### src/rtl/uart_pkg.sv
// Shared constants, FSM encodings and the parity helper for the buffered UART.
package uart_pkg;

  localparam int PARITY_NONE = 0;
  localparam int PARITY_EVEN = 1;
  localparam int PARITY_ODD  = 2;

  typedef enum logic [2:0] {
    TX_IDLE   = 3'd0,
    TX_START  = 3'd1,
    TX_DATA   = 3'd2,
    TX_PARITY = 3'd3,
    TX_STOP   = 3'd4
  } tx_state_e;

  typedef enum logic [2:0] {
    RX_IDLE   = 3'd0,
    RX_START  = 3'd1,
    RX_DATA   = 3'd2,
    RX_PARITY = 3'd3,
    RX_STOP   = 3'd4
  } rx_state_e;

  // Data is zero-extended to 9 bits by callers; zero padding leaves the XOR unchanged.
  function automatic logic parity_of(input logic [8:0] data, input int mode);
    parity_of = (mode == PARITY_ODD) ? ~(^data) : (^data);
  endfunction

endpackage

### src/rtl/uart_buffered_if.sv
// FIFO access bundle: a push side and a first-word-fall-through pop side.
// Handshake: a transfer happens on a rising edge where valid && ready; valid never
// waits on ready, push_ready means "not full", pop_valid means "not empty".
interface uart_buffered_if #(
  parameter int WIDTH = 8
);
  logic             push_valid;
  logic             push_ready;
  logic [WIDTH-1:0] push_data;
  logic             pop_valid;
  logic             pop_ready;
  logic [WIDTH-1:0] pop_data;

  modport master (
    output push_valid, push_data, pop_ready,
    input  push_ready, pop_valid, pop_data
  );

  modport slave (
    input  push_valid, push_data, pop_ready,
    output push_ready, pop_valid, pop_data
  );
endinterface

### src/rtl/uart_sync_fifo.sv
// Single-clock FIFO, power-of-two depth, first-word fall-through read port.
module uart_sync_fifo #(
  parameter int WIDTH = 8,
  parameter int DEPTH = 8
) (
  input logic             clk,
  input logic             reset,
  uart_buffered_if.slave  f
);

  localparam int AW = (DEPTH > 1) ? $clog2(DEPTH) : 1;
  localparam logic [AW:0] FULL_COUNT = (AW+1)'(DEPTH);

  logic [AW-1:0]    wr_ptr_q, wr_ptr_d;
  logic [AW-1:0]    rd_ptr_q, rd_ptr_d;
  logic [AW:0]      count_q, count_d;
  logic [WIDTH-1:0] mem_q [DEPTH];
  logic [WIDTH-1:0] mem_d [DEPTH];
  logic             push_fire;
  logic             pop_fire;

  assign f.push_ready = (count_q != FULL_COUNT);
  assign f.pop_valid  = (count_q != '0);
  // Empty reads return zero so the head outputs are clean after reset.
  assign f.pop_data   = f.pop_valid ? mem_q[rd_ptr_q] : '0;

  assign pop_fire  = f.pop_valid && f.pop_ready;
  // A push into a full FIFO is still taken when the same edge frees a slot.
  assign push_fire = f.push_valid && (f.push_ready || pop_fire);

  always_comb begin
    mem_d    = mem_q;
    wr_ptr_d = wr_ptr_q;
    rd_ptr_d = rd_ptr_q;
    count_d  = count_q;
    if (push_fire) begin
      mem_d[wr_ptr_q] = f.push_data;
      wr_ptr_d        = wr_ptr_q + 1'b1;
    end
    if (pop_fire) begin
      rd_ptr_d = rd_ptr_q + 1'b1;
    end
    case ({push_fire, pop_fire})
      2'b10:   count_d = count_q + 1'b1;
      2'b01:   count_d = count_q - 1'b1;
      default: count_d = count_q;
    endcase
  end

  always_ff @(posedge clk) begin
    if (reset) begin
      wr_ptr_q <= '0;
      rd_ptr_q <= '0;
      count_q  <= '0;
      for (int i = 0; i < DEPTH; i++) mem_q[i] <= '0;
    end else begin
      wr_ptr_q <= wr_ptr_d;
      rd_ptr_q <= rd_ptr_d;
      count_q  <= count_d;
      mem_q    <= mem_d;
    end
  end

endmodule

### src/rtl/uart_buffered.sv
// Full-duplex UART with a TX FIFO feeding the transmitter and an RX FIFO that
// stores each received word together with its frame/parity error flags.
module uart_buffered
  import uart_pkg::*;
#(
  parameter int DATA_WIDTH   = 8,
  parameter int PARITY_MODE  = 1,
  parameter int STOP_BITS    = 1,
  parameter int CLKS_PER_BIT = 16,
  parameter int FIFO_DEPTH   = 8
) (
  input  logic                  clk,
  input  logic                  reset,
  input  logic                  tx_valid,
  input  logic [DATA_WIDTH-1:0] tx_data,
  output logic                  tx_ready,
  output logic                  tx_busy,
  output logic                  serial_out,
  input  logic                  serial_in,
  output logic                  rx_valid,
  output logic [DATA_WIDTH-1:0] rx_data,
  input  logic                  rx_ready,
  output logic                  rx_parity_error,
  output logic                  rx_frame_error,
  output logic                  rx_overrun
);

  localparam int RX_W  = DATA_WIDTH + 2;
  localparam int CNT_W = $clog2(STOP_BITS * CLKS_PER_BIT + 1);
  localparam int IDX_W = $clog2(DATA_WIDTH);
  localparam logic [CNT_W-1:0] BIT_LAST  = CNT_W'(CLKS_PER_BIT - 1);
  localparam logic [CNT_W-1:0] STOP_LAST = CNT_W'(STOP_BITS * CLKS_PER_BIT - 1);
  localparam logic [CNT_W-1:0] HALF_LAST = CNT_W'(CLKS_PER_BIT / 2 - 1);
  localparam logic [IDX_W-1:0] IDX_LAST  = IDX_W'(DATA_WIDTH - 1);
  localparam bit HAS_PARITY = (PARITY_MODE != PARITY_NONE);

  uart_buffered_if #(.WIDTH(DATA_WIDTH)) tx_fifo_if ();
  uart_buffered_if #(.WIDTH(RX_W))       rx_fifo_if ();

  uart_sync_fifo #(.WIDTH(DATA_WIDTH), .DEPTH(FIFO_DEPTH)) u_tx_fifo (
    .clk   (clk),
    .reset (reset),
    .f     (tx_fifo_if)
  );

  uart_sync_fifo #(.WIDTH(RX_W), .DEPTH(FIFO_DEPTH)) u_rx_fifo (
    .clk   (clk),
    .reset (reset),
    .f     (rx_fifo_if)
  );

  // ---------------- transmitter ----------------
  tx_state_e             tx_state_q, tx_state_d;
  logic [CNT_W-1:0]      tx_cnt_q, tx_cnt_d;
  logic [IDX_W-1:0]      tx_idx_q, tx_idx_d;
  logic [DATA_WIDTH-1:0] tx_shift_q, tx_shift_d;
  logic                  serial_out_q, serial_out_d;
  logic                  tx_pop;
  logic                  tx_bit_end;
  logic                  tx_stop_end;
  logic                  tx_parity;

  // Gate with tx_ready so a pop on a full FIFO never sneaks a user word in.
  assign tx_fifo_if.push_valid = tx_valid && tx_fifo_if.push_ready;
  assign tx_fifo_if.push_data  = tx_data;
  assign tx_fifo_if.pop_ready  = tx_pop;

  assign tx_ready    = tx_fifo_if.push_ready;
  assign tx_busy     = tx_fifo_if.pop_valid || (tx_state_q != TX_IDLE);
  assign serial_out  = serial_out_q;
  assign tx_bit_end  = (tx_cnt_q == BIT_LAST);
  assign tx_stop_end = (tx_cnt_q == STOP_LAST);
  assign tx_parity   = parity_of(9'(tx_shift_q), PARITY_MODE);

  always_ff @(posedge clk) begin
    if (reset) begin
      tx_state_q   <= TX_IDLE;
      tx_cnt_q     <= '0;
      tx_idx_q     <= '0;
      tx_shift_q   <= '0;
      serial_out_q <= 1'b1;
    end else begin
      tx_state_q   <= tx_state_d;
      tx_cnt_q     <= tx_cnt_d;
      tx_idx_q     <= tx_idx_d;
      tx_shift_q   <= tx_shift_d;
      serial_out_q <= serial_out_d;
    end
  end

  always_comb begin
    tx_state_d = tx_state_q;
    tx_cnt_d   = tx_cnt_q + 1'b1;
    tx_idx_d   = tx_idx_q;
    tx_shift_d = tx_shift_q;
    tx_pop     = 1'b0;
    case (tx_state_q)
      TX_IDLE: begin
        tx_cnt_d = '0;
        if (tx_fifo_if.pop_valid) begin
          tx_pop     = 1'b1;
          tx_shift_d = tx_fifo_if.pop_data;
          tx_state_d = TX_START;
        end
      end
      TX_START: begin
        if (tx_bit_end) begin
          tx_cnt_d   = '0;
          tx_idx_d   = '0;
          tx_state_d = TX_DATA;
        end
      end
      TX_DATA: begin
        if (tx_bit_end) begin
          tx_cnt_d = '0;
          if (tx_idx_q == IDX_LAST) begin
            if (HAS_PARITY) tx_state_d = TX_PARITY;
            else            tx_state_d = TX_STOP;
          end else begin
            tx_idx_d = tx_idx_q + 1'b1;
          end
        end
      end
      TX_PARITY: begin
        if (tx_bit_end) begin
          tx_cnt_d   = '0;
          tx_state_d = TX_STOP;
        end
      end
      TX_STOP: begin
        if (tx_stop_end) begin
          tx_cnt_d = '0;
          // Chain straight into the next start bit so queued words leave gap-free.
          if (tx_fifo_if.pop_valid) begin
            tx_pop     = 1'b1;
            tx_shift_d = tx_fifo_if.pop_data;
            tx_state_d = TX_START;
          end else begin
            tx_state_d = TX_IDLE;
          end
        end
      end
      default: tx_state_d = TX_IDLE;
    endcase
  end

  // The line is registered, so it trails the FSM state by one cycle.
  always_comb begin
    serial_out_d = 1'b1;
    case (tx_state_q)
      TX_START:  serial_out_d = 1'b0;
      TX_DATA:   serial_out_d = tx_shift_q[tx_idx_q];
      TX_PARITY: serial_out_d = tx_parity;
      default:   serial_out_d = 1'b1;
    endcase
  end

  // ---------------- receiver ----------------
  rx_state_e             rx_state_q, rx_state_d;
  logic [CNT_W-1:0]      rx_cnt_q, rx_cnt_d;
  logic [IDX_W-1:0]      rx_idx_q, rx_idx_d;
  logic [DATA_WIDTH-1:0] rx_shift_q, rx_shift_d;
  logic                  rx_perr_q, rx_perr_d;
  logic                  overrun_q, overrun_d;
  logic                  sync1_q, sync2_q, prev_q;
  logic                  rx_push;
  logic                  rx_bit_end;
  logic                  rx_half_end;

  assign rx_bit_end  = (rx_cnt_q == BIT_LAST);
  assign rx_half_end = (rx_cnt_q == HALF_LAST);

  always_ff @(posedge clk) begin
    if (reset) begin
      sync1_q <= 1'b1;
      sync2_q <= 1'b1;
      prev_q  <= 1'b1;
    end else begin
      sync1_q <= serial_in;
      sync2_q <= sync1_q;
      prev_q  <= sync2_q;
    end
  end

  always_ff @(posedge clk) begin
    if (reset) begin
      rx_state_q <= RX_IDLE;
      rx_cnt_q   <= '0;
      rx_idx_q   <= '0;
      rx_shift_q <= '0;
      rx_perr_q  <= 1'b0;
      overrun_q  <= 1'b0;
    end else begin
      rx_state_q <= rx_state_d;
      rx_cnt_q   <= rx_cnt_d;
      rx_idx_q   <= rx_idx_d;
      rx_shift_q <= rx_shift_d;
      rx_perr_q  <= rx_perr_d;
      overrun_q  <= overrun_d;
    end
  end

  always_comb begin
    rx_state_d = rx_state_q;
    rx_cnt_d   = rx_cnt_q + 1'b1;
    rx_idx_d   = rx_idx_q;
    rx_shift_d = rx_shift_q;
    rx_perr_d  = rx_perr_q;
    case (rx_state_q)
      RX_IDLE: begin
        rx_cnt_d = '0;
        if (prev_q && !sync2_q) rx_state_d = RX_START;
      end
      RX_START: begin
        // Half a bit in: a line back high means the edge was a glitch.
        if (rx_half_end) begin
          rx_cnt_d  = '0;
          rx_idx_d  = '0;
          rx_perr_d = 1'b0;
          if (sync2_q) rx_state_d = RX_IDLE;
          else         rx_state_d = RX_DATA;
        end
      end
      RX_DATA: begin
        if (rx_bit_end) begin
          rx_cnt_d             = '0;
          rx_shift_d[rx_idx_q] = sync2_q;
          if (rx_idx_q == IDX_LAST) begin
            if (HAS_PARITY) rx_state_d = RX_PARITY;
            else            rx_state_d = RX_STOP;
          end else begin
            rx_idx_d = rx_idx_q + 1'b1;
          end
        end
      end
      RX_PARITY: begin
        if (rx_bit_end) begin
          rx_cnt_d   = '0;
          rx_perr_d  = (sync2_q != parity_of(9'(rx_shift_q), PARITY_MODE));
          rx_state_d = RX_STOP;
        end
      end
      RX_STOP: begin
        if (rx_bit_end) begin
          rx_cnt_d   = '0;
          rx_state_d = RX_IDLE;
        end
      end
      default: rx_state_d = RX_IDLE;
    endcase
  end

  always_comb begin
    rx_push   = (rx_state_q == RX_STOP) && rx_bit_end;
    overrun_d = rx_push && !rx_fifo_if.push_ready && !(rx_fifo_if.pop_valid && rx_ready);
  end

  assign rx_fifo_if.push_valid = rx_push;
  assign rx_fifo_if.push_data  = {~sync2_q, rx_perr_q, rx_shift_q};
  assign rx_fifo_if.pop_ready  = rx_ready;

  assign rx_valid        = rx_fifo_if.pop_valid;
  assign rx_data         = rx_fifo_if.pop_data[DATA_WIDTH-1:0];
  assign rx_parity_error = rx_fifo_if.pop_data[DATA_WIDTH];
  assign rx_frame_error  = rx_fifo_if.pop_data[DATA_WIDTH+1];
  assign rx_overrun      = overrun_q;

endmodule

### config.mk
export PLATFORM = sky130hd
export DESIGN_NAME = uart_buffered
export DESIGN_NICKNAME = d
export VERILOG_FILES = /design/src/rtl/uart_pkg.sv /design/src/rtl/uart_buffered_if.sv /design/src/rtl/uart_sync_fifo.sv /design/src/rtl/uart_buffered.sv
export SDC_FILE = /design/constraint.sdc
export NUM_CORES = 1
export LEC_CHECK = 0
export ABC_CLOCK_PERIOD_IN_PS = 4700
export BUFFER_PORTS_ARGS = -buffer_cell sky130_fd_sc_hd__buf_2
export CELL_PAD_IN_SITES_DETAIL_PLACEMENT = 0
export CELL_PAD_IN_SITES_GLOBAL_PLACEMENT = 2
export CORE_ASPECT_RATIO = 1.25
export CORE_MARGIN = 4
export CORE_UTILIZATION = 44
export DETAILED_ROUTE_END_ITERATION = 10
export PLACE_DENSITY = 0.9
export SYNTH_ARGS = -nofsm -noshare
export SYNTH_HDL_FRONTEND = slang
export SYNTH_SLANG_ARGS = --single-unit
export TNS_END_PERCENT = 20
### constraint.sdc
create_clock -name clk -period 4.7 [get_ports clk]
set_clock_uncertainty 0.1 [all_clocks]
set_input_delay 0.94 -clock clk [delete_from_list [all_inputs] [get_ports clk]]
set_output_delay 0.94 -clock clk [all_outputs]
set_load 0.05 [all_outputs]
* Yosys cells after proc, flatten, opt, wreduce, memory -nomap -nowiden
Index checks and enable logic that the tools add are counted.
** Word-level totals
- Flip-flop bits (word level) :: 208
- Bits of input ports :: 13
- Output and inout bits :: 15
- Word-level logic and storage cells :: 195
** Operators by class
- Add/subtract/negate cells :: 12
- $lt $le $gt $ge :: 9
- Eq/ne operators :: 34
- Mux-type cells :: 59
- Bitwise operators :: 5
- Reduce and logical (&&, ||, !) cells :: 40
** Operators with widths (count)
- $bwmux W80 :: 1
- $bwmux W64 :: 1
- $mux W3 :: 18
- $mux W10 :: 4
- $mux W8 :: 5
- $bmux W10 S3 :: 1
- $demux W10 S3 :: 1
- $pmux W3 S5 :: 2
- $ne A2 B2 Y1 const B :: 14
- $bmux W8 S3 :: 1
- $demux W8 S3 :: 1
- $add A3 B1 Y3 const B :: 6
- $reduce_xor A9 Y1 :: 2
- $ge A4 B4 Y1 const B :: 4
- $not A3 Y4 :: 4
- $pmux W4 S2 :: 2
- $pmux W8 S2 :: 1
- $mux W5 :: 3
- $pmux W5 S3 :: 1
- $eq A3 B2 Y1 const B :: 4
- $eq A3 B3 Y1 const B :: 4
- $logic_and A1 B1 Y1 :: 12
- $pmux W3 S2 :: 2
- $reduce_and A6 Y1 :: 2
- other kinds (33) :: 63

* Depth between registers and ports, before layout
Gate-level depths: netlist of the first run.
- Depth after elaboration :: 9
- Depth in mapped cells :: 14
- Depth with buffers taken out :: 12

* By module
Synthesis of the first run repeated with hierarchy kept, for this count alone.
** Second synthesis, totals
- Cell total of the unflattened synthesis :: 975
- Area total of the unflattened synthesis :: 10058.4 sq um
** By module, submodules not included
- uart_sync_fifo at u_rx_fifo :: instances 1, cells each 398, area an instance 4211.5 sq um, seq. area each 1801.7 sq um
- uart_sync_fifo at u_tx_fifo :: instances 1, cells each 321, area an instance 3488.3 sq um, seq. area each 1481.4 sq um
- uart_buffered :: instances 1, cells each 256, area an instance 2358.5 sq um, seq. area each 880.8 sq um

* Worst setup path before layout of the first run
OpenSTA, ideal clock, no wires.
- Kind :: flip-flop to flip-flop
- From :: register tx_cnt_q[0]
- To :: register u_tx_fifo.count_q[3]
- Setup time :: 71 ps
- Data arrival time :: 2767 ps
- Required time :: 4529 ps
- Slack :: 1763 ps
- Cell stages (with the launch flop) :: 15
- Buffers on the path :: 2
- Clock period less this slack :: 2937 ps
- Path through :: dfxtp_1 > ha_1 > and3_1 > ha_1 > clkbuf_1 > nor2b_1 > nor3_1 > buf_2 > ha_1 > ha_1 > a21o_1 > a21oi_1 > xnor2_1 > or3_1 > a21oi_1
** On the way
- Word-level cells in the longest chain between the ends :: 8
- Elaborated cells on any way between the ends :: 10
- Those cells by class :: 3 x eq/ne; 3 x mux; 4 x reduce/logical
** Ends and longest elaborated chain
- from (decl) :: line uart_buffered.sv:54 : logic [CNT_W-1:0] tx_cnt_q, tx_cnt_d;
- from (signal assigned) :: line uart_buffered.sv:84 : tx_cnt_q <= tx_cnt_d;
- $eq A5 B4 Y1 * :: line uart_buffered.sv:72 : assign tx_stop_end = (tx_cnt_q == STOP_LAST);
- $mux W1 * :: line uart_buffered.sv:131 : if (tx_stop_end) begin
- $pmux W1 S2 * :: line uart_buffered.sv:97 : case (tx_state_q)
- $logic_and A1 B1 Y1 * :: line uart_sync_fifo.sv:27 : assign pop_fire = f.pop_valid && f.pop_ready;
- via u_tx_fifo.pop_fire :: line uart_sync_fifo.sv:20 : logic pop_fire;
- $logic_or A1 B1 Y1 :: line uart_sync_fifo.sv:29 : assign push_fire = f.push_valid && (f.push_ready || pop_fire);
- $logic_and A1 B1 Y1 :: line uart_sync_fifo.sv:29
- $eq A2 B1 Y1 / $eq A2 B2 Y1 (equally long branches) :: line uart_sync_fifo.sv:43 : case ({push_fire, pop_fire})
- $pmux W4 S2 / $reduce_bool A2 Y1 (equally long branches)
- to (signal assigned) :: line uart_sync_fifo.sv:59 : count_q <= count_d;
- to (decl) :: line uart_sync_fifo.sv:16 : logic [AW:0] count_q, count_d;
Mark *: on every way through the listed nets, which the timed path passes. The rest lies on a longest branch.
A chain may end at the register's enable or synchronous reset.

* Final worst setup path of the first run
- From :: register u_rx_fifo.count_q[0]
- To :: output rx_data[4]
** On the way
- Word-level cells in the longest chain between the ends :: 2
** Ends and longest elaborated chain
- from (decl) :: line uart_sync_fifo.sv:16
- from (signal assigned) :: line uart_sync_fifo.sv:59
- $reduce_bool A4 Y1 :: line uart_sync_fifo.sv:23 : assign f.pop_valid = (count_q != '0);
- $mux W10 :: line uart_sync_fifo.sv:25 : assign f.pop_data = f.pop_valid ? mem_q[rd_ptr_q] : '0;
- to (decl) :: line uart_buffered.sv:21 : output logic [DATA_WIDTH-1:0] rx_data,
Every way passes these cells.

==> metrics.md, run 1 <==
| Metric | Value |
|---|---|
| Worst-path clk slew | 0.06 ns |
| PwrDens | slightly below 500 nW/um2 |
| Core area | 21470 um2 |
| Final TNS setup | 0 ns |
| Met3 wire length | a little under 600 um |
| Critical-path cell list | or3_1 > nor2_1 > nor2_1 > buf_2 |
| Top sig layer | met4 |
| Root buffer cell | clkbuf_16 |
| Post-Syn Nets | slightly below 1000 |
| Worst Tran Pin Value | ~1.1 ns |
| Synth top area share | between 40% and 50% |
| All-layer global routing usage | roughly 16% |
| Synth Area in XOR/XNOR | under 10% |
| Final hold violation count | 0 |
| FP Rows | 60 |
| Hold-fix buffers, CTS | 0 |
| FF+latch count, synth | roughly 210 |
| Post-synth top area cell | dfxtp_1 |
| Number of I/O port buffers | 27 |
| DR vias/cell | just over 5 |
| Total CTS buffers | 23 |
| Total routed wirelength | about 19 mm |
| Post-synth EDFFs | 0 |
| Sequential area share after synthesis | 43.45% |
| Most common library cells after synthesis | nor2_1 (222), dfxtp_1 (208), mux2i_1 (172) |
| Post-CTS setup buffer count | 0 |
| Worst vdd ir | 0.3609 mV |
| Layout cell share with drive strength beyond 1 | approximately 15% |
| First-pass GRT wire length | 32.82 mm |
| Syn avg cell area | between 10 and 15 um2 |
| Final Max Tran Viols | 0 |
| Clock latency on the worst-skew pair | around 0.51 ns |
| Number of global-route vias before repair | between 6000 and 7000 |
| Hold Path Class | reg2reg |
| Die height | about 170 um |
| Kind of critical path | reg2out |
| Clk sink count | between 200 and 250 |
| Setup ws final | 1.289 ns |
| Area delta synth->final | 12.19% |
| # nets final | a little under 1000 |
| Slew margin rel. | between 20% and 30% |
| H-tree level count | 1 |
| Cells after synthesis | between 900 and 1000 |
| Library cells used by synthesis | 53 |
| Main combinational cell family by area after synthesis | multiplexers |
| Die area | ~24000 um2 |
| Status | complete, no violations |
| Met1 wire length | slightly below 9 mm |
| Metal2 WL | 9.730 mm |
| CTS max path bufs | 3 |
| Mux cell area share after synthesis | between 20% and 30% |
| Fin crit share | a little over 70% |
| Max Fclk | 0.2932 GHz |
| GR Overflow Total | 0 |
| Worst setup EP type | primary output |
| CP max stage cell | nor2_1 |
| Diodes inserted | 0 |
| CTS tree | yes |
| Post-Syn Area | approximately 9600 um2 |
| Final setup vio count | 0 |
| Mean routed wirelength per cell | roughly 16 um |
| Synth top area cells | dfxtp_1 (43%), mux2i_1 (18%), mux4_2 (8.9%) |
| Post-synth ARST share | 0% |
| Via count | ~6400 |
| Crit-path max cell delay | between 0.6 and 0.7 ns |
| Post-Synth Adder-Cell Area | just under 3% |
| Routability cong. | between 0.7 and 0.8 |
| Number of routed nets with antenna violations | 0 |
| DP Area | ~9800 um2 |
| Synth Area in Simple Gates | roughly 15% |
| DR DRC count | 0 |
| Post-CTS Resized | 0 |
| IO Count | 28 |
| Ys flop type | dfxtp_1 |
| Drt first pass iters | 4 |
| Crit path DAT | ~2.4 ns |
| Post-layout min period | around 3.4 ns |
| Critical path data required time | 3.66 ns |
| 1st-iter DRT viols | just under 300 |
| Max-cap violations | 0 |
| CP most frequent cell | nor2_1 |
| CP Buf/Inv Count | 1 |
| Post-synthesis compound-gate area fraction | between 4 and 5% |
| Post-DP HPWL | around 12 mm |
| Place WS | 1.575 ns |
| Yosys Warn Count | 0 |
| Pleak | roughly 4.4 nW |
| Delay-heaviest family, CP | simple AND/OR/NAND/NOR gates |
| Initial antenna violation count | 0 |
| Largest net degree at the start of global routing | around 150 |
| Starting Density | between 40% and 50% |
| CP max FO | 11 |
| RSZ-0062 raised after global routing | false |
| Top-count cell post-synth | nor2_1 |
| Die X-Extent | ~140 um |
| Critical Path Source Type | register |
| Post-route cell area | 10750 um2 |
where the power goes:
part,switching [mW],leakage [nW],internal [mW]
combinational,0.631,2.30,0.461
sequential,0.142,1.68,1.87
clock,0.719,0.449,1.44
total,1.49,4.43,3.77
per-layer routing:
| layer | track usage, % | vias up |
|---|---|---|
| met2 | 29.25 | 71 |
| met3 | 2.324 | 31 |
| met1 | 20.01 | 3042 |
| li1 | - | 3210 |
| met5 | 0 | - |
| met4 | 3.796 | 0 |
per-stage QoR:
stage	instances	power (mW)	utilization [%]	hold WS [ns]
floorplan	945	2.941	-	0.2895
global placement	1182	3.142	45.79	0.3040
detailed placement	1182	3.163	45.79	0.3016
CTS	1224	5.349	50.08	0.3245
global route	1224	5.544	50.08	0.3437
finish	1224	5.267	50.08	0.3185
worst paths after layout:
check | end | start | slack, ns | cells past startpoint
max | rx_data[4] | u_rx_fifo.count_q[0]$_SDFFE_PP0P_ | 1.29 | 4
min | sync2_q$_SDFF_PP1_ | sync1_q$_SDFF_PP1_ | 0.32 | 1
max reg2reg | u_tx_fifo.count_q[3]$_SDFFE_PP0P_ | tx_cnt_q[0]$_SDFF_PP0_ | 1.56 | 13
min reg2reg | sync2_q$_SDFF_PP1_ | sync1_q$_SDFF_PP1_ | 0.32 | 1
cells in the final DEF, fill, tap and decap left out, types with 6 or more instances in the layout:
| cell type | n |
|---|---|
| nand3b_1 | 8 |
| mux4_2 | 38 |
| clkbuf_16 | 23 |
| nor3_1 | 6 |
| nor2b_1 | 8 |
| dfxtp_1 | 208 |
| bufinv_16 | 9 |
| a211oi_1 | 9 |
| mux2i_1 | 172 |
| ha_1 | 19 |
| or2_2 | 7 |
| inv_1 | 15 |
| nand2_1 | 25 |
| xor2_1 | 11 |
| buf_2 | 26 |
| xnor2_1 | 22 |
| a21oi_1 | 21 |
| buf_4 | 14 |
| nor2_1 | 222 |
registers in the layout, summed over array words and instances (netlist names), 3 cells and up:
name	flops
u_tx_fifo.rd_ptr_q	3
rx_idx_q	3
u_tx_fifo.wr_ptr_q	3
u_rx_fifo.rd_ptr_q	3
rx_cnt_q	5
tx_shift_q	8
u_rx_fifo.wr_ptr_q	3
tx_cnt_q	5
rx_state_q	3
tx_idx_q	3
u_rx_fifo.count_q	4
u_tx_fifo.count_q	4
rx_shift_q	8
tx_state_q	3
u_rx_fifo.mem_q	80
u_tx_fifo.mem_q	64
cell families (layout without fill, tap and decap cells):
| group | Yosys count | count (layout) |
|---|---|---|
| AND/OR/NAND/NOR | 319 | 319 |
| multiplexers | 210 | 210 |
| flip-flops | 208 | 208 |
| buffers and inverters | 98 | 98 |
| AO/OA/AOI/OAI | 56 | 56 |
| XOR/XNOR | 33 | 33 |
| adder cells (fa/ha/maj) | 21 | 21 |
worst reg2reg max path: stages, from the launching register on:
cell and delay [ns]:
dfxtp_1 0.32, ha_1 0.22, and3_1 0.20, ha_1 0.28, nor2b_1 0.24, nor3_2 0.07, buf_4 0.22, ha_1 0.25
ha_1 0.28, a21o_1 0.18, a21oi_1 0.17, xnor2_1 0.09, or3_1 0.30, a21oi_1 0.14
area by class of cell:
type                            count  area, um2
Clock inverter                     12      289.0
Inverter                           15      56.30
Fill cell                        2028      10720
Sequential cell                   208       4164
Timing Repair Buffer               41      246.5
Multi-Input combinational cell    639       5016
Tap cell                          279      349.1
Clock buffer                       30      631.9
Power figures use the tool's default switching activity.
==> inputs of run 2 (changes only) <==
Settings changed: ABC_AREA from default to 1, ABC_CLOCK_PERIOD_IN_PS 4700 to 3000, CORE_UTILIZATION 44 to 33, PLACE_DENSITY 0.9 to 0.83.
Clock period 4.7 ns to 3 ns, I/O delays scaled along.
==> metrics.md, run 2 <==
| Metric | Value |
|---|---|
| Crit path DAT | roughly 2.2 ns |
| GR Overflow Total | 0 |
| Worst Tran Pin Value | approximately 0.76 ns |
| Yosys Warn Count | 0 |
| Crit. path cell count | 7 |
| Worst vdd ir | 0.4887 mV |
| Final TNS setup | 0 ns |
| Drt first pass iters | 4 |
| Status | complete, no violations |
| R2R depth | 18 |
| Worst setup EP type | primary output |
| Crit-path max cell delay | approximately 0.44 ns |
| Largest net degree at the start of global routing | 57 |
| Biggest regs | u_rx_fifo.mem_q (80), u_tx_fifo.mem_q (64) |
| Fin crit share | a little over nine tenths |
| First-pass GRT wire length | 45.12 mm |
| Diodes inserted | 0 |
| Starting Density | about 34% |
| Synth Area in Simple Gates | a little under a quarter |
| Synth top area share | about two fifths |
| Slew margin rel. | roughly half |
| Post-Syn Nets | 1448 |
| Post-synthesis compound-gate area fraction | roughly 21% |
| Number of I/O port buffers | 27 |
| FP Rows | 70 |
| Number of routed nets with antenna violations | 0 |
| Flop2flop setup slack | approximately 0.33 ns |
| Post-synth top area cell | dfxtp_1 |
| CP startpoint | u_rx_fifo.rd_ptr_q[1]$_SDFFE_PP0N_ |
| Top-count cell post-synth | nand2_1 |
| Critical path data required time | 2.30 ns |
| Main combinational cell family by area after synthesis | simple AND/OR/NAND/NOR gates |
| Final Max Tran Viols | 0 |
| Post-synth EDFFs | 0 |
| Most common library cells after synthesis | nand2_1 (235), a21oi_1 (233), dfxtp_1 (208) |
| CTS max path bufs | 3 |
| Commonest non-fill, non-tap cell in the layout | nand2_1 |
| Worst reg2reg startpoint | tx_cnt_q[0]$_SDFF_PP0_ |
| IO Count | 28 |
| DR DRC count | 0 |
| CP max FO | 6 |
| DR vias/cell | a little under 5 |
| Max reg flops | 80 |
| Number of global-route vias before repair | about 8400 |
| 1st-iter DRT viols | approximately 510 |
| Core area | between 20000 and 30000 um2 |
| Critical-path cell list | clkinvlp_4 > a21oi_1 > o21ai_0 > nand3_1 > nand2_1 > a31oi_1 > buf_2 |
| Mean routed wirelength per cell | 15.69 um |
| Post-Synth Adder-Cell Area | roughly 2.8% |
| Post-Syn Area | approximately 10000 um2 |
| Largest Register | u_rx_fifo.mem_q |
| Area delta synth->final | 11.42% |
| Layout cell share with drive strength beyond 1 | approximately 8.4% |
| Final setup vio count | 0 |
| Sequential area share after synthesis | 41.67% |
| CP Buf/Inv Count | 2 |
| Clk sink count | ~210 |
| Die X-Extent | around 160 um |
| Pleak | a little over 4 nW |
| Final hold violation count | 0 |
| CTS tree | yes |
| Total CTS buffers | 24 |
| Clock latency on the worst-skew pair | about 0.52 ns |
| Kind of critical path | reg2out |
| H-tree level count | 1 |
| Mux cell area share after synthesis | less than 1% |
| Syn avg cell area | 7.067 um2 |
| Hold Path Class | in2reg |
| Post-DP HPWL | between 15 and 20 mm |
| Cells after synthesis | around 1400 |
| Total routed wirelength | approximately 28 mm |
| Place WS | around 0.31 ns |
| Post-synth ARST share | 0% |
| Synth top area cells | dfxtp_1 (42%), a21oi_1 (12%), nand2_1 (8.8%) |
| Via count | just under 9000 |
| Root buffer cell | clkbuf_16 |
| Routability cong. | around 0.79 |
| # nets final | ~1400 |
| Max-cap violations | 0 |
| Post-layout min period | 2.847 ns |
| Synth Area in XOR/XNOR | between 1 and 1.5% |
| Die height | just over 200 um |
| Setup ws final | roughly 0.15 ns |
| Delay-heaviest family, CP | buffers and inverters |
| Library cells used by synthesis | 41 |
| All-layer global routing usage | between 10% and 20% |
| Most frequent cells in the layout | nand2_1 (235), a21oi_1 (233), dfxtp_1 (207) |
| Max Fclk | approximately 0.35 GHz |
| Die area | 33150 um2 |
| Initial antenna violation count | 0 |
| FF+latch count, synth | around 210 |
| CP max stage cell | dfxtp_2 |
| PwrDens | between 600 and 700 nW/um2 |
| Reg2reg end | u_tx_fifo.count_q[3]$_SDFFE_PP0P_ |
| RSZ-0062 raised after global routing | false |
| Ys flop type | dfxtp_1 |
| Critical Path Source Type | register |
| Critical path endpoint | rx_data[0] |
| Worst-path clk slew | ~0.06 ns |
==> run 2: cell types whose count changed in the layout (fill, tap and decap cells not counted), moves of 11 or more <==
cell / change
a21oi_1: +212
a31oi_1: +11
inv_1: +128
mux2i_1: -171
mux4_2: -38
nand2_1: +210
nand3_1: +140
nor2_1: -124
o21ai_0: +139
xnor2_1: -12
==> run 2: layout make-up <==
cell class                      instances  area, um2
Timing Repair inverter                  2      15.01
Multi-Input combinational cell        959       4761
Timing Repair Buffer                   47      312.8
Fill cell                            3216      18470
Inverter                              153      580.6
Sequential cell                       208       4165
Clock inverter                          3      53.80
Tap cell                              396      495.5
Clock buffer                           37      749.5
==> run 2: power by group <==
part,total (mW),internal [mW],switching (mW)
combinational,1.62,0.516,1.11
clock,2.95,1.79,1.16
sequential,3.02,2.91,0.109
==> run 2: what timing repair did <==
item / in CTS / in global routing
setup endpoints to repair: 0 / 10
buffers inserted: 0 / 0
hold buffers: 0 / 0
gates resized for setup: 0 / 4
==> run 2: worst min-delay path by stage <==
stage / start / to / slack, ns / cells past startpoint
after CTS: serial_in / sync1_q$_SDFF_PP1_ / 0.14 / 2
final: serial_in / sync1_q$_SDFF_PP1_ / 0.17 / 2
after global placement: sync1_q$_SDFF_PP1_ / sync2_q$_SDFF_PP1_ / 0.30 / 1
after floorplan: sync1_q$_SDFF_PP1_ / sync2_q$_SDFF_PP1_ / 0.29 / 1
after detailed placement: sync1_q$_SDFF_PP1_ / sync2_q$_SDFF_PP1_ / 0.30 / 1
after global routing: serial_in / sync1_q$_SDFF_PP1_ / 0.16 / 2
==> run 2: cells by family after synthesis <==
logic type,count (synthesis)
simple gates,516
xor+xnor,15
buf+inv,247
flops,208
fa+ha+maj,21
mux,1
compound gates,406
==> run 2: per-stage QoR <==
stage | utilization [%] | hold slack, ns | area, um2 | cells | total power, mW
global route | 37.61 | 0.1645 | 11130 | 1805 | 8.065
detailed placement | 34.83 | 0.2988 | 10310 | 1763 | 4.726
global placement | 34.83 | 0.2973 | 10310 | 1763 | 4.735
finish | 37.61 | 0.1659 | 11130 | 1805 | 7.595
CTS | 37.54 | 0.1399 | 11110 | 1803 | 7.723
floorplan | - | 0.2895 | 9992 | 1414 | 4.281
==> run 2: metal layers <==
layer / track usage, % / wire [um] / up-vias
li1: - / - / 4616
met1: 21.06 / 12530 / 4061
met2: 30.17 / 14260 / 130
met3: 1.868 / 804 / 38
met4: 4.735 / 722 / 0
met5: 0 / 0 / -
==> inputs of run 3 (changes only) <==
Settings changed: ABC_CLOCK_PERIOD_IN_PS 3000 to 2400.
Clock period 3 ns to 2.4 ns, I/O delays scaled along.
==> metrics.md, run 3 (same netlist as run 2, synthesis figures left out) <==
| Metric | Value |
|---|---|
| Status | finished, violations left |
| Switch share | 30.75% |
| IO Count | 28 |
| Setup ws final | -0.05552 ns |
| Post-DP HPWL | about 19 mm |
| Max Fclk | slightly above 0.4 GHz |
| FP Rows | 70 |
| Crit path DAT | roughly 1.9 ns |
| Max reg flops | 80 |
| Clock latency on the worst-skew pair | ~0.52 ns |
| Via count | around 9000 |
| Failing checks | negative setup slack |
| Worst reg2reg startpoint | rx_cnt_q[0]$_SDFF_PP0_ |
| Hold-fix buffers, CTS | 0 |
| RSZ-0062 raised after global routing | true |
| Delay-heaviest family, CP | compound AO/OA/AOI/OAI gates |
| Grt met3 use | about 2% |
| Commonest non-fill, non-tap cell in the layout | nand2_1 |
| Psw | 3.067 mW |
| Layout cell share with drive strength beyond 1 | a little over an eighth |
| Global routing usage on met2 | between 30% and 40% |
| Total CTS buffers | 24 |
| Clk sink count | 208 |
| Die area | about 33000 um2 |
| Number of global-route vias before repair | 8538 |
| DR DRC count | 0 |
| Core area | 29600 um2 |
| Worst vdd ir | about 0.51 mV |
| Critical path data required time | between 1.5 and 2 ns |
| Dpl cells | about 1800 |
| CTS tree | yes |
| Worst setup EP type | primary output |
| M1 GR Usage | a little over a fifth |
| CP max FO | 15 |
| Number of I/O port buffers | 27 |
| DP Area | 10660 um2 |
| Biggest regs | u_rx_fifo.mem_q (80), u_tx_fifo.mem_q (64) |
| Final cell utilization of the core | 39.77% |
| Max-cap violations | 0 |
| Die X-Extent | 163.6 um |
| Flop2flop setup slack | between 0.1 and 0.15 ns |
| All-layer global routing usage | approximately 17% |
| FILL cells | roughly 3200 |
| Largest net degree at the start of global routing | between 80 and 90 |
| Fin crit share | 102.3% |
| Gate power share | between 20% and 30% |
| Final setup vio count | 10 |
| Routability cong. | approximately 0.78 |
| Initial antenna violation count | 0 |
| Clk pwr share | between 40% and 50% |
| Grt peak-use layer | met2 |
| Finished Layout Cells | 1843 |
| Kind of critical path | reg2out |
| CP startpoint | u_rx_fifo.rd_ptr_q[0]$_SDFFE_PP0N_ |
| Place WS | -0.03489 ns |
| CP max stage cell | dfxtp_4 |
| Post-route cell area | 11770 um2 |
| First-pass GRT wire length | around 46 mm |
| Register share of total power | between 30% and 40% |
| Internal power | between 6 and 7 mW |
| HP Start | serial_in |
| Worst Tran Pin Value | approximately 0.6 ns |
| Mean routed wirelength per cell | 15.52 um |
| DR vias/cell | between 4 and 5 |
| Crit-path max cell delay | ~0.37 ns |
| Critical Path Source Type | register |
| CP Buf/Inv Count | 3 |
| Diodes inserted | 0 |
| Hold Path Class | in2reg |
| Starting Density | approximately 34% |
| H-tree level count | 1 |
| Pleak | around 4.4 nW |
| Worst-path clk slew | about 0.06 ns |
| GR Overflow Total | 0 |
| Largest Register | u_rx_fifo.mem_q |
| 1st-iter DRT viols | between 500 and 600 |
| Final Max Tran Viols | 0 |
| Final hold violation count | 0 |
| Post-layout min period | between 2 and 2.5 ns |
| Area delta synth->final | 17.83% |
| Most frequent cells in the layout | nand2_1 (234), a21oi_1 (227), dfxtp_1 (205) |
| Drt first pass iters | 5 |
| Total routed wirelength | approximately 29 mm |
| Critical-path cell list | inv_4 > buf_12 > a21oi_4 > o21ai_2 > nand3_2 > nand2_1 > a31oi_2 > buf_6 |
| Root buffer cell | clkbuf_16 |
| Die height | between 200 and 250 um |
| Slew margin rel. | 60.37% |
| Final TNS setup | -0.3457 ns |
| # nets final | roughly 1500 |
| CTS max path bufs | 3 |
| Number of routed nets with antenna violations | 0 |
| PwrDens | around 850 nW/um2 |
run 3: cell count changes in the layout (fill, tap and decap cells not counted), sizes merged:
cell,change
inv,+1
clkinvlp,-1
bufinv,+4
clkbuf,-4
clkinv,+2
buf,+36
run 3: what timing repair did:
item,CTS,global route
setup buffers,0,1
cloned,1,0
setup endpoints to repair,11,38
pin swaps,7,2
gates resized for setup,63,12
run 3: cell type report:
type	count	area (um2)	share of cell area [%]
Clock buffer	33	675.6	5.739
Multi-Input combinational cell	959	4955	42.08
Inverter	153	579.3	4.920
Timing Repair Buffer	83	710.7	6.036
Sequential cell	208	4170	35.42
Clock inverter	11	187.7	1.594
Tap cell	396	495.5	4.208
run 3: routing by layer:
layer,up-vias,wire (um)
met5,-,0
met4,0,636
met2,115,14480
met1,4207,12650
li1,4701,-
met3,43,839
run 3: per-stage QoR:
| step | hold slack, ns | power, mW |
|---|---|---|
| floorplan | 0.2895 | 5.361 |
| finish | 0.04777 | 9.976 |
| detailed placement | 0.2929 | 6.044 |
| global route | 0.04245 | 10.54 |
| CTS | 0.02427 | 10.12 |
| global placement | 0.2959 | 6.040 |
run 3: worst paths after layout:
| kind | endpoint | depth (start not counted) |
|---|---|---|
| max | rx_data[1] | 8 |
| min | sync1_q$_SDFF_PP1_ | 2 |
| max reg2reg | u_rx_fifo.count_q[3]$_SDFFE_PP0P_ | 16 |
| min reg2reg | sync2_q$_SDFF_PP1_ | 1 |
run 3: power by group through the flow:
stage                     clock network [mW]  registers [mW]  logic (mW)
after floorplan                            0            3.84        1.53
after global placement                     0            3.85        2.19
after detailed placement                   0            3.86        2.19
after CTS                               4.13            3.78        2.21
after global routing                    4.26            3.80        2.48
final                                   4.01            3.78        2.19
